## src/rtl/multicycle_ctrl_fsm.sv

```systemverilog
`default_nettype none
// ============================================================================
// Module      : multicycle_ctrl_fsm
// Description : Multi-cycle control sequencer for an RV32I-subset datapath.
//               Accepts one instruction over valid/ready, walks it through
//               DECODE/EXEC/MEM/WB and drives register addresses, ALUOp,
//               immediate, register-file, memory and mux controls.
//               Optional feature macro: BRANCH_EN (adds BEQ/BNE and the
//               branch_taken output).
// Ports       : clk, reset (sync, active-high)
//               instr_valid/instr/instr_ready : instruction handshake
//               zero_flag                     : ALU zero (branch resolve)
//               reg1/reg2/write_reg_addr      : rs1/rs2/rd of latched instr
//               alu_op, alu_src_imm, imm_out  : ALU controls
//               reg_we, mem_re, mem_we, mem_to_reg : datapath enables
//               done, illegal                 : per-instruction pulses
//               branch_taken (BRANCH_EN only) : EXEC-cycle branch decision
//               retired_cnt                   : wrapping completion count
// Revision    : 1.0 - initial release
// ============================================================================
module multicycle_ctrl_fsm #(
    parameter int XLEN    = 32,
    parameter int RADDR_W = 5,
    parameter int ALUOP_W = 3,
    parameter int MEM_LAT = 1,
    parameter int CNT_W   = 16
) (
    input  logic               clk,
    input  logic               reset,
    input  logic               instr_valid,
    input  logic [31:0]        instr,
    output logic               instr_ready,
    input  logic               zero_flag,
    output logic [RADDR_W-1:0] reg1_addr,
    output logic [RADDR_W-1:0] reg2_addr,
    output logic [RADDR_W-1:0] write_reg_addr,
    output logic [ALUOP_W-1:0] alu_op,
    output logic               alu_src_imm,
    output logic [XLEN-1:0]    imm_out,
    output logic               reg_we,
    output logic               mem_re,
    output logic               mem_we,
    output logic               mem_to_reg,
    output logic               done,
    output logic               illegal,
`ifdef BRANCH_EN
    output logic               branch_taken,
`endif
    output logic [CNT_W-1:0]   retired_cnt
);

    localparam int c_LAT_W = (MEM_LAT > 1) ? $clog2(MEM_LAT) : 1;
    localparam logic [c_LAT_W-1:0] c_MEM_LAST = c_LAT_W'(MEM_LAT - 1);

    localparam logic [6:0] c_OP_R      = 7'b0110011;
    localparam logic [6:0] c_OP_I      = 7'b0010011;
    localparam logic [6:0] c_OP_LOAD   = 7'b0000011;
    localparam logic [6:0] c_OP_STORE  = 7'b0100011;
`ifdef BRANCH_EN
    localparam logic [6:0] c_OP_BRANCH = 7'b1100011;
`endif

    localparam logic [ALUOP_W-1:0] c_ALU_ADD = ALUOP_W'(0);
    localparam logic [ALUOP_W-1:0] c_ALU_SUB = ALUOP_W'(1);
    localparam logic [ALUOP_W-1:0] c_ALU_AND = ALUOP_W'(2);
    localparam logic [ALUOP_W-1:0] c_ALU_OR  = ALUOP_W'(3);
    localparam logic [ALUOP_W-1:0] c_ALU_XOR = ALUOP_W'(4);
    localparam logic [ALUOP_W-1:0] c_ALU_SLT = ALUOP_W'(5);

    typedef enum logic [2:0] {
        S_IDLE   = 3'd0,
        S_DECODE = 3'd1,
        S_EXEC   = 3'd2,
        S_MEM    = 3'd3,
        S_WB     = 3'd4
    } state_t;

    state_t               r_state;
    logic [31:0]          r_ir;
    logic [c_LAT_W-1:0]   r_mem_cnt;
    logic                 r_legal;
    logic                 r_load;
    logic                 r_store;
    logic                 r_branch;

    state_t               w_nxt_state;
    logic [31:0]          w_nxt_ir;
    logic [c_LAT_W-1:0]   w_nxt_mem_cnt;

    // Decode of the instruction that will be held next cycle. Registering
    // it alongside the state keeps every output a clean flop while still
    // reflecting the state being entered.
    logic [6:0]           w_op;
    logic [2:0]           w_f3;
    logic [6:0]           w_f7;
    logic                 w_legal;
    logic                 w_load;
    logic                 w_store;
    logic                 w_branch;
    logic                 w_src_imm;
    logic [ALUOP_W-1:0]   w_alu;
    logic [XLEN-1:0]      w_imm;
    logic                 w_busy;
    logic                 w_mem_last;

    assign w_op = w_nxt_ir[6:0];
    assign w_f3 = w_nxt_ir[14:12];
    assign w_f7 = w_nxt_ir[31:25];

    always_comb begin
        w_legal   = 1'b0;
        w_load    = 1'b0;
        w_store   = 1'b0;
        w_branch  = 1'b0;
        w_src_imm = 1'b0;
        w_alu     = c_ALU_ADD;
        w_imm     = {{(XLEN-12){w_nxt_ir[31]}}, w_nxt_ir[31:20]};
        case (w_op)
            c_OP_R: begin
                w_legal = (w_f7 == 7'b0000000);
                case (w_f3)
                    3'b000: begin
                        if (w_f7 == 7'b0100000) begin
                            w_legal = 1'b1;
                            w_alu   = c_ALU_SUB;
                        end
                    end
                    3'b111:  w_alu = c_ALU_AND;
                    3'b110:  w_alu = c_ALU_OR;
                    3'b100:  w_alu = c_ALU_XOR;
                    3'b010:  w_alu = c_ALU_SLT;
                    default: w_legal = 1'b0;
                endcase
            end
            c_OP_I: begin
                w_legal   = 1'b1;
                w_src_imm = 1'b1;
                case (w_f3)
                    3'b000:  w_alu = c_ALU_ADD;
                    3'b111:  w_alu = c_ALU_AND;
                    3'b110:  w_alu = c_ALU_OR;
                    3'b100:  w_alu = c_ALU_XOR;
                    3'b010:  w_alu = c_ALU_SLT;
                    default: w_legal = 1'b0;
                endcase
            end
            c_OP_LOAD: begin
                w_legal   = (w_f3 == 3'b010);
                w_load    = w_legal;
                w_src_imm = 1'b1;
            end
            c_OP_STORE: begin
                w_legal   = (w_f3 == 3'b010);
                w_store   = w_legal;
                w_src_imm = 1'b1;
                w_imm     = {{(XLEN-12){w_nxt_ir[31]}}, w_nxt_ir[31:25], w_nxt_ir[11:7]};
            end
`ifdef BRANCH_EN
            c_OP_BRANCH: begin
                w_legal  = (w_f3[2:1] == 2'b00);
                w_branch = w_legal;
                w_alu    = c_ALU_SUB;
                w_imm    = {{(XLEN-13){w_nxt_ir[31]}}, w_nxt_ir[31], w_nxt_ir[7],
                            w_nxt_ir[30:25], w_nxt_ir[11:8], 1'b0};
            end
`endif
            default: w_legal = 1'b0;
        endcase
    end

    // Next-state: transitions use the registered class flags, which describe
    // r_ir because they were decoded from it on the accepting edge.
    always_comb begin
        w_nxt_state   = r_state;
        w_nxt_ir      = r_ir;
        w_nxt_mem_cnt = r_mem_cnt;
        case (r_state)
            S_IDLE: begin
                if (instr_valid && instr_ready) begin
                    w_nxt_state = S_DECODE;
                    w_nxt_ir    = instr;
                end
            end
            S_DECODE: w_nxt_state = r_legal ? S_EXEC : S_IDLE;
            S_EXEC: begin
                if (r_load || r_store) begin
                    w_nxt_state   = S_MEM;
                    w_nxt_mem_cnt = '0;
                end else if (r_branch) begin
                    w_nxt_state = S_IDLE;
                end else begin
                    w_nxt_state = S_WB;
                end
            end
            S_MEM: begin
                if (r_mem_cnt == c_MEM_LAST) begin
                    w_nxt_state = r_load ? S_WB : S_IDLE;
                end else begin
                    w_nxt_mem_cnt = r_mem_cnt + 1'b1;
                end
            end
            S_WB:    w_nxt_state = S_IDLE;
            default: w_nxt_state = S_IDLE;
        endcase
    end

    assign w_busy     = (w_nxt_state != S_IDLE);
    assign w_mem_last = (w_nxt_mem_cnt == c_MEM_LAST);

    always_ff @(posedge clk) begin
        if (reset) begin
            r_state        <= S_IDLE;
            r_ir           <= '0;
            r_mem_cnt      <= '0;
            r_legal        <= 1'b0;
            r_load         <= 1'b0;
            r_store        <= 1'b0;
            r_branch       <= 1'b0;
            instr_ready    <= 1'b1;
            reg1_addr      <= '0;
            reg2_addr      <= '0;
            write_reg_addr <= '0;
            alu_op         <= '0;
            alu_src_imm    <= 1'b0;
            imm_out        <= '0;
            reg_we         <= 1'b0;
            mem_re         <= 1'b0;
            mem_we         <= 1'b0;
            mem_to_reg     <= 1'b0;
            done           <= 1'b0;
            illegal        <= 1'b0;
            retired_cnt    <= '0;
        end else begin
            r_state        <= w_nxt_state;
            r_ir           <= w_nxt_ir;
            r_mem_cnt      <= w_nxt_mem_cnt;
            r_legal        <= w_legal;
            r_load         <= w_load;
            r_store        <= w_store;
            r_branch       <= w_branch;
            instr_ready    <= !w_busy;
            reg1_addr      <= w_busy ? RADDR_W'(w_nxt_ir[19:15]) : '0;
            reg2_addr      <= w_busy ? RADDR_W'(w_nxt_ir[24:20]) : '0;
            write_reg_addr <= w_busy ? RADDR_W'(w_nxt_ir[11:7])  : '0;
            alu_op         <= w_busy ? w_alu : '0;
            alu_src_imm    <= w_busy & w_src_imm;
            imm_out        <= w_busy ? w_imm : '0;
            // x0 is hard-wired: its write is suppressed, completion is not.
            reg_we         <= (w_nxt_state == S_WB) && (w_nxt_ir[11:7] != 5'd0);
            mem_re         <= (w_nxt_state == S_MEM) && w_load;
            mem_we         <= (w_nxt_state == S_MEM) && w_store && (w_nxt_mem_cnt == '0);
            mem_to_reg     <= ((w_nxt_state == S_MEM) || (w_nxt_state == S_WB)) && w_load;
            done           <= (w_nxt_state == S_WB)
                           || ((w_nxt_state == S_MEM) && w_store && w_mem_last)
                           || ((w_nxt_state == S_EXEC) && w_branch);
            illegal        <= (w_nxt_state == S_DECODE) && !w_legal;
            // done is high during the completing cycle, so the count steps
            // on the edge that ends it.
            retired_cnt    <= retired_cnt + CNT_W'(done);
        end
    end

`ifdef BRANCH_EN
    logic r_bne;

    always_ff @(posedge clk) begin
        if (reset) begin
            r_bne <= 1'b0;
        end else begin
            r_bne <= w_f3[0];
        end
    end

    // zero_flag is produced by the ALU during EXEC itself, so this decision
    // is taken combinationally from the registered state.
    assign branch_taken = (r_state == S_EXEC) && r_branch && (r_bne ? !zero_flag : zero_flag);
`else
    logic w_unused_zero;
    assign w_unused_zero = zero_flag;
`endif

endmodule
`default_nettype wire

```

## config.mk

```make
export PLATFORM = sky130hd
export DESIGN_NAME = multicycle_ctrl_fsm
export DESIGN_NICKNAME = d
export VERILOG_FILES = /design/src/rtl/multicycle_ctrl_fsm.sv
export SDC_FILE = /design/constraint.sdc
export NUM_CORES = 1
export LEC_CHECK = 0
export CORE_ASPECT_RATIO = 1.25
export CORE_MARGIN = 10
export CORE_UTILIZATION = 50
export CTS_BUF_LIST = sky130_fd_sc_hd__clkbuf_16
export DETAILED_ROUTE_END_ITERATION = 10
export HOLD_SLACK_MARGIN = 0.05
export PLACE_DENSITY = 0.83
export SYNTH_ARGS = -nofsm -noshare
export SYNTH_HDL_FRONTEND = slang
export SYNTH_SLANG_ARGS = --single-unit
```

## constraint.sdc

```tcl
create_clock -name clk -period 3.05 [get_ports clk]
set_input_delay 0.305 -clock clk [delete_from_list [all_inputs] [get_ports clk]]
set_output_delay 0.305 -clock clk [all_outputs]
set_load 0.005 [all_outputs]
```

# After elaboration in Yosys (flattened, before gate mapping)
# Cells that the tools add are included.
# op_classes
addsub	2
mux	23
bitwise_logic	3
n_eq_ne	15
n_reduce_logical	22
# op_table
op	n
$mux W32	2
$pmux W3 S4	2
$eq A7 B6 Y1 const B	3
$add A16 B1 Y16	1
$pmux W3 S5	1
$eq A3 B2 Y1 const B	4
$eq A3 B3 Y1 const B	4
$mux W3	4
$mux W1	8
$eq A7 B2 Y1 const B	1
$eq A7 B5 Y1 const B	1
$logic_and A1 B1 Y1	7
$logic_not A7 Y1	1
$eq A3 B1 Y1 const B	2
$logic_not A3 Y1	2
$pmux W3 S2	1
$mux W5	1
$reduce_bool A5 Y1	1
$reduce_or A5 Y1	1
$pmux W1 S2	2
$reduce_or A2 Y1	2
$reduce_or A4 Y1	1
$logic_or A1 B1 Y1	3
$pmux W1 S3	1
7 further kinds	9
# totals
output_inout_bits	74
wordCells	85
ff_bits	93

# Longest topological paths before layout
# depth
word_depth	9
ltp_mapped	8

# Worst setup path before layout
# OpenSTA, ideal clock, no wires.
# synth_path
path_type	register -> register
startpoint	reg r_state[1]
endpoint	reg alu_src_imm
slack_ps	1417
path_stages_with_launch	8
required_time_ps	2929
period_less_slack_ps	1633
path_buffers	3
t_arrival_ps	1512
cell_sequence	dfxtp_1 -> nor2_1 -> nand2_4 -> buf_6 -> buf_6 -> buf_2 -> a211oi_1 -> nor2_1
# synth_via
elab_chain_cells	6
# synth_lines
element	line	rtl
from (decl)	78	state_t r_state;
from (signal assigned)	234	r_state <= w_nxt_state;
$logic_not A3 Y1	177	case (r_state)
$mux W32	177	
$eq A7 B5 Y1, or another cell as far along	118	case (w_op)
$reduce_or A3 Y1 (no source line)	-	
$mux W1	118	
$and A1 B1 Y1 (*)	246	alu_src_imm <= w_busy & w_src_imm;
to (signal assigned)	246	
to (decl)	38	output logic alu_src_imm,
# Mark *: on every way between the ends. The rest lies on a longest branch, timed or not.
# A chain may end at the register's enable or synchronous reset.

# Worst setup path after layout
# layout_path
startpoint	reg r_state[0]
endpoint	reg imm_out[4]
# layout_via
elab_chain_cells	5
# layout_lines
element	line	rtl
$eq A3 B2 Y1, or another cell as far along	177	
$pmux W3 S4	177	
$reduce_bool A3 Y1	207	assign w_busy = (w_nxt_state != S_IDLE);
$not A1 Y1 (no source line)	-	
$reduce_or A2 Y1 (no source line)	-	
to (signal assigned)	247	imm_out <= w_busy ? w_imm : '0;
to (decl)	39	output logic [XLEN-1:0] imm_out,
# Several ways; a longest one is shown, not always the timed one.

==> results.md <==
- Post-synth ARST share: 0%
- Number of H-tree levels: 3
- Total gr overflow: 0
- Max Cap Viol: 0
- First-pass GRT wire length: 14900 microns
- Min Tclk post-route: 2.18 ns
- Post-synth cell types: 55
- Final Max Slew Viols: 0
- Pin count of the biggest net entering global routing: 63
- Hold endpoint: r_ir[3]
- DRT antenna net count: 0
- Top flop regs: r_ir x32, retired_cnt x16, imm_out x12
- Status: finished, final reports clean
- CP Capture Type: register
- GRT Util Overall: 16.2%
- Final setup violation count: 0
- Placed cells: 547
- Fin crit share: 71.5%
- Core area: 7060 sq um
- Hpwl dp: 6810 microns
- Crit path max fanout: 20
- Power Total: 2630 uW
- Pre-antenna DRT Iters: 4
- Post-route insts no fill: 562
- Initial antenna violation count: 0
- Worst-Margin Slew: 0.624 ns
- Antenna cells: 0
- Setup TNS: 0 ns
- Syn Nets: 417
- Post-CTS setup buffers: 0
- Max-slew headroom: 58.4%
- R2R setup slack: 0.87 ns
- CTS tree: done
- Hold Buf Count CTS: 0
- Chip height: 116 microns
- Yosys reg bits: 93
- Clk pwr share: 41.0%
- Kind of critical path: reg2reg
- CTS sink cnt: 93
- Clk_skew: 0.00542 ns
- Leak pwr: 0.00190 uW
- Peak supply drop: 0.000359 V
- DR WL/cell: 16.4 microns
- Crit path DAT: 2.38 ns
- Critical Path Source Type: register
- Buffers on Ports: 108
- Hold_ws: 0.461 ns
- Sequential fraction of the synthesis area: 50.8%
- Sw Share: 22.9%
- P_int: 2030 uW
- Fraction of layout cells with a size suffix above 1: 6.57%
- Synth Flop Type: dfxtp_1
- Post-Syn Area: 3670 sq um
- Area after DPL: 4660 sq um
- Fin. Hold Viols: 0
- IO Count: 110
- Cells on worst reg2reg path: 6
- Ys Warns: 0
- # nets final: 506
- Hold Path Origin: r_ir[3]
- Clock Latency Late Sink: 0.33 ns
- Starting DRT DRC Count: 91
- Vias: 2937
- Finished Cell Area: 4940 sq um
- Root Driver: clkbuf_16
- Vias/cell: 5.23
- Standard-cell rows: 34
- Detailed-route DRC error count: 0
- CTS Buffer Depth: 2
- Crit path required time: 3.25 ns
- EDFF count, synth: 0
- Start of the worst register-to-register path: r_state[0]
- Vias in the first global route: 3035
- WL final: 9200 microns
- Cells on Worst Hold Path: 2
- Post-Syn Instances: 379
- Die width: 96.6 microns
- Number of flip-flops in the largest register: 32
- Layout fillers: 549
- Area of the die: 11200 sq um
- Num CTS Buffers: 9
- Worst Hold Class: reg2reg
- Largest Register: r_ir
- RSZ-0062 raised after global routing: no
- Gate power share: 10.3%
- Psw: 600 uW
- Post-synthesis area per instance: 9.68 sq um
- R2R Path End: imm_out[4]
- Clock transition at path regs: 0.06 ns
- Post-cts sizing count: 0
- Seq pwr share: 48.8%
- Fmax: 0.459 GHz
- P per Cell Area: 531 nW/um^2
- Final RePlAce weighted congestion: 0.897
- Starting Density: 51.9%
- Synth-to-layout area growth: 34.8%
[kinds of logic (layout without fill, tap and decap cells)]
family / count (synthesis) / in the layout / share of synthesized area [%]
flops: 93 / 93 / 50.8
buf+inv: 40 / 133 / 7.13
mux: 25 / 25 / 6.86
fa+ha+maj: 2 / 2 / 0.682
compound gates: 41 / 41 / 8.56
simple gates: 163 / 163 / 22.4
xor+xnor: 15 / 15 / 3.58
[per-layer routing]
metal	part of all wire (%)	global-route usage, %	wire length, microns
met1	40	17.1	3670
met2	51	28.7	4690
met3	7.0	5.66	645
met4	2.2	7.09	201
met5	0	0	0
[cell usage after synthesis (all sizes together) (2+ instances only)]
| cell | number | area, sq um |
|---|---|---|
| a2111o | 2 | 22.5 |
| a211o | 2 | 17.5 |
| a211oi | 5 | 37.5 |
| a21oi | 16 | 83.8 |
| and2 | 3 | 18.8 |
| and3 | 2 | 12.5 |
| and3b | 2 | 17.5 |
| buf | 28 | 216 |
| clkbuf | 8 | 30.0 |
| dfxtp | 93 | 1860 |
| ha | 2 | 25.0 |
| inv | 4 | 15.0 |
| mux2i | 24 | 240 |
| nand2 | 28 | 113 |
| nand2b | 2 | 12.5 |
| nand3 | 9 | 45.0 |
| nand4 | 5 | 31.3 |
| nand4bb | 2 | 22.5 |
| nor2 | 66 | 248 |
| nor2b | 10 | 62.6 |
| nor3 | 16 | 80.1 |
| nor3b | 6 | 50.1 |
| nor4 | 3 | 33.8 |
| o31ai | 3 | 22.5 |
| or2 | 2 | 12.5 |
| or3 | 2 | 12.5 |
| xnor2 | 7 | 61.3 |
| xor2 | 8 | 70.1 |
[placed cells by master (no fill, tap or decap), types with 2 or more instances in the layout]
master,n
nor3_1,16
inv_1,5
o31ai_1,3
nand2b_1,2
nand4_1,5
nor2b_1,10
nand4bb_1,2
ha_1,2
inv_6,2
and3b_1,2
nand2_1,27
nor3b_1,5
xor2_1,8
clkbuf_16,9
clkdlybuf4s50_1,107
buf_4,6
a211oi_1,5
a21oi_1,15
xnor2_1,7
a2111o_1,2
and3_1,2
a211o_1,2
nor2_1,66
mux2i_1,24
nor4_1,2
nand3_1,9
dfxtp_1,93
or3_1,2
and2_1,3
[power by group through the flow]
stage,Clock (uW),Combinational (uW),Sequential [uW]
2_1_floorplan,0,156,1300
3_3_place_gp,0,265,1310
3_5_place_dp,0,268,1310
4_1_cts,1100,271,1280
5_1_grt,1140,294,1280
6_report,1080,269,1280
[how the worst max path moves through the flow]
stage / startpoint / endpoint / cells past startpoint
2_1_floorplan: r_state[1] / alu_src_imm / 7
3_3_place_gp: instr_valid / reg_we / 7
3_5_place_dp: instr_valid / reg_we / 7
4_1_cts: r_state[0] / imm_out[4] / 6
5_1_grt: r_state[0] / reg_we / 6
6_report: r_state[0] / imm_out[4] / 6
[layout make-up]
class	instances	area (sq um)	share of cell area, %
sequential	93	1860	37.7
clock inverter	6	63.8	1.29
timing repair buffer	114	1120	22.7
tap	90	113	2.28
multi-input combinational	246	1550	31.2
clock buffer	9	225	4.55
inverter	4	15.0	0.304
[critical path, cell delays in order (launching register included)]
cell      delay [ns]
dfxtp_1         0.44
and3b_1         0.31
nand2_4         0.23
buf_4           0.37
mux2i_1         0.44
nor2b_1         0.19
a211oi_1        0.06
[per-stage QoR]
| step | setup WS [ns] | util [%] |
|---|---|---|
| after floorplan | 1.42 | - |
| after global placement | 0.644 | 65.9 |
| after detailed placement | 0.617 | 65.9 |
| after CTS | 0.879 | 70.0 |
| after global routing | 0.734 | 70.0 |
| final | 0.869 | 70.0 |
Power figures use the tool's default switching activity.
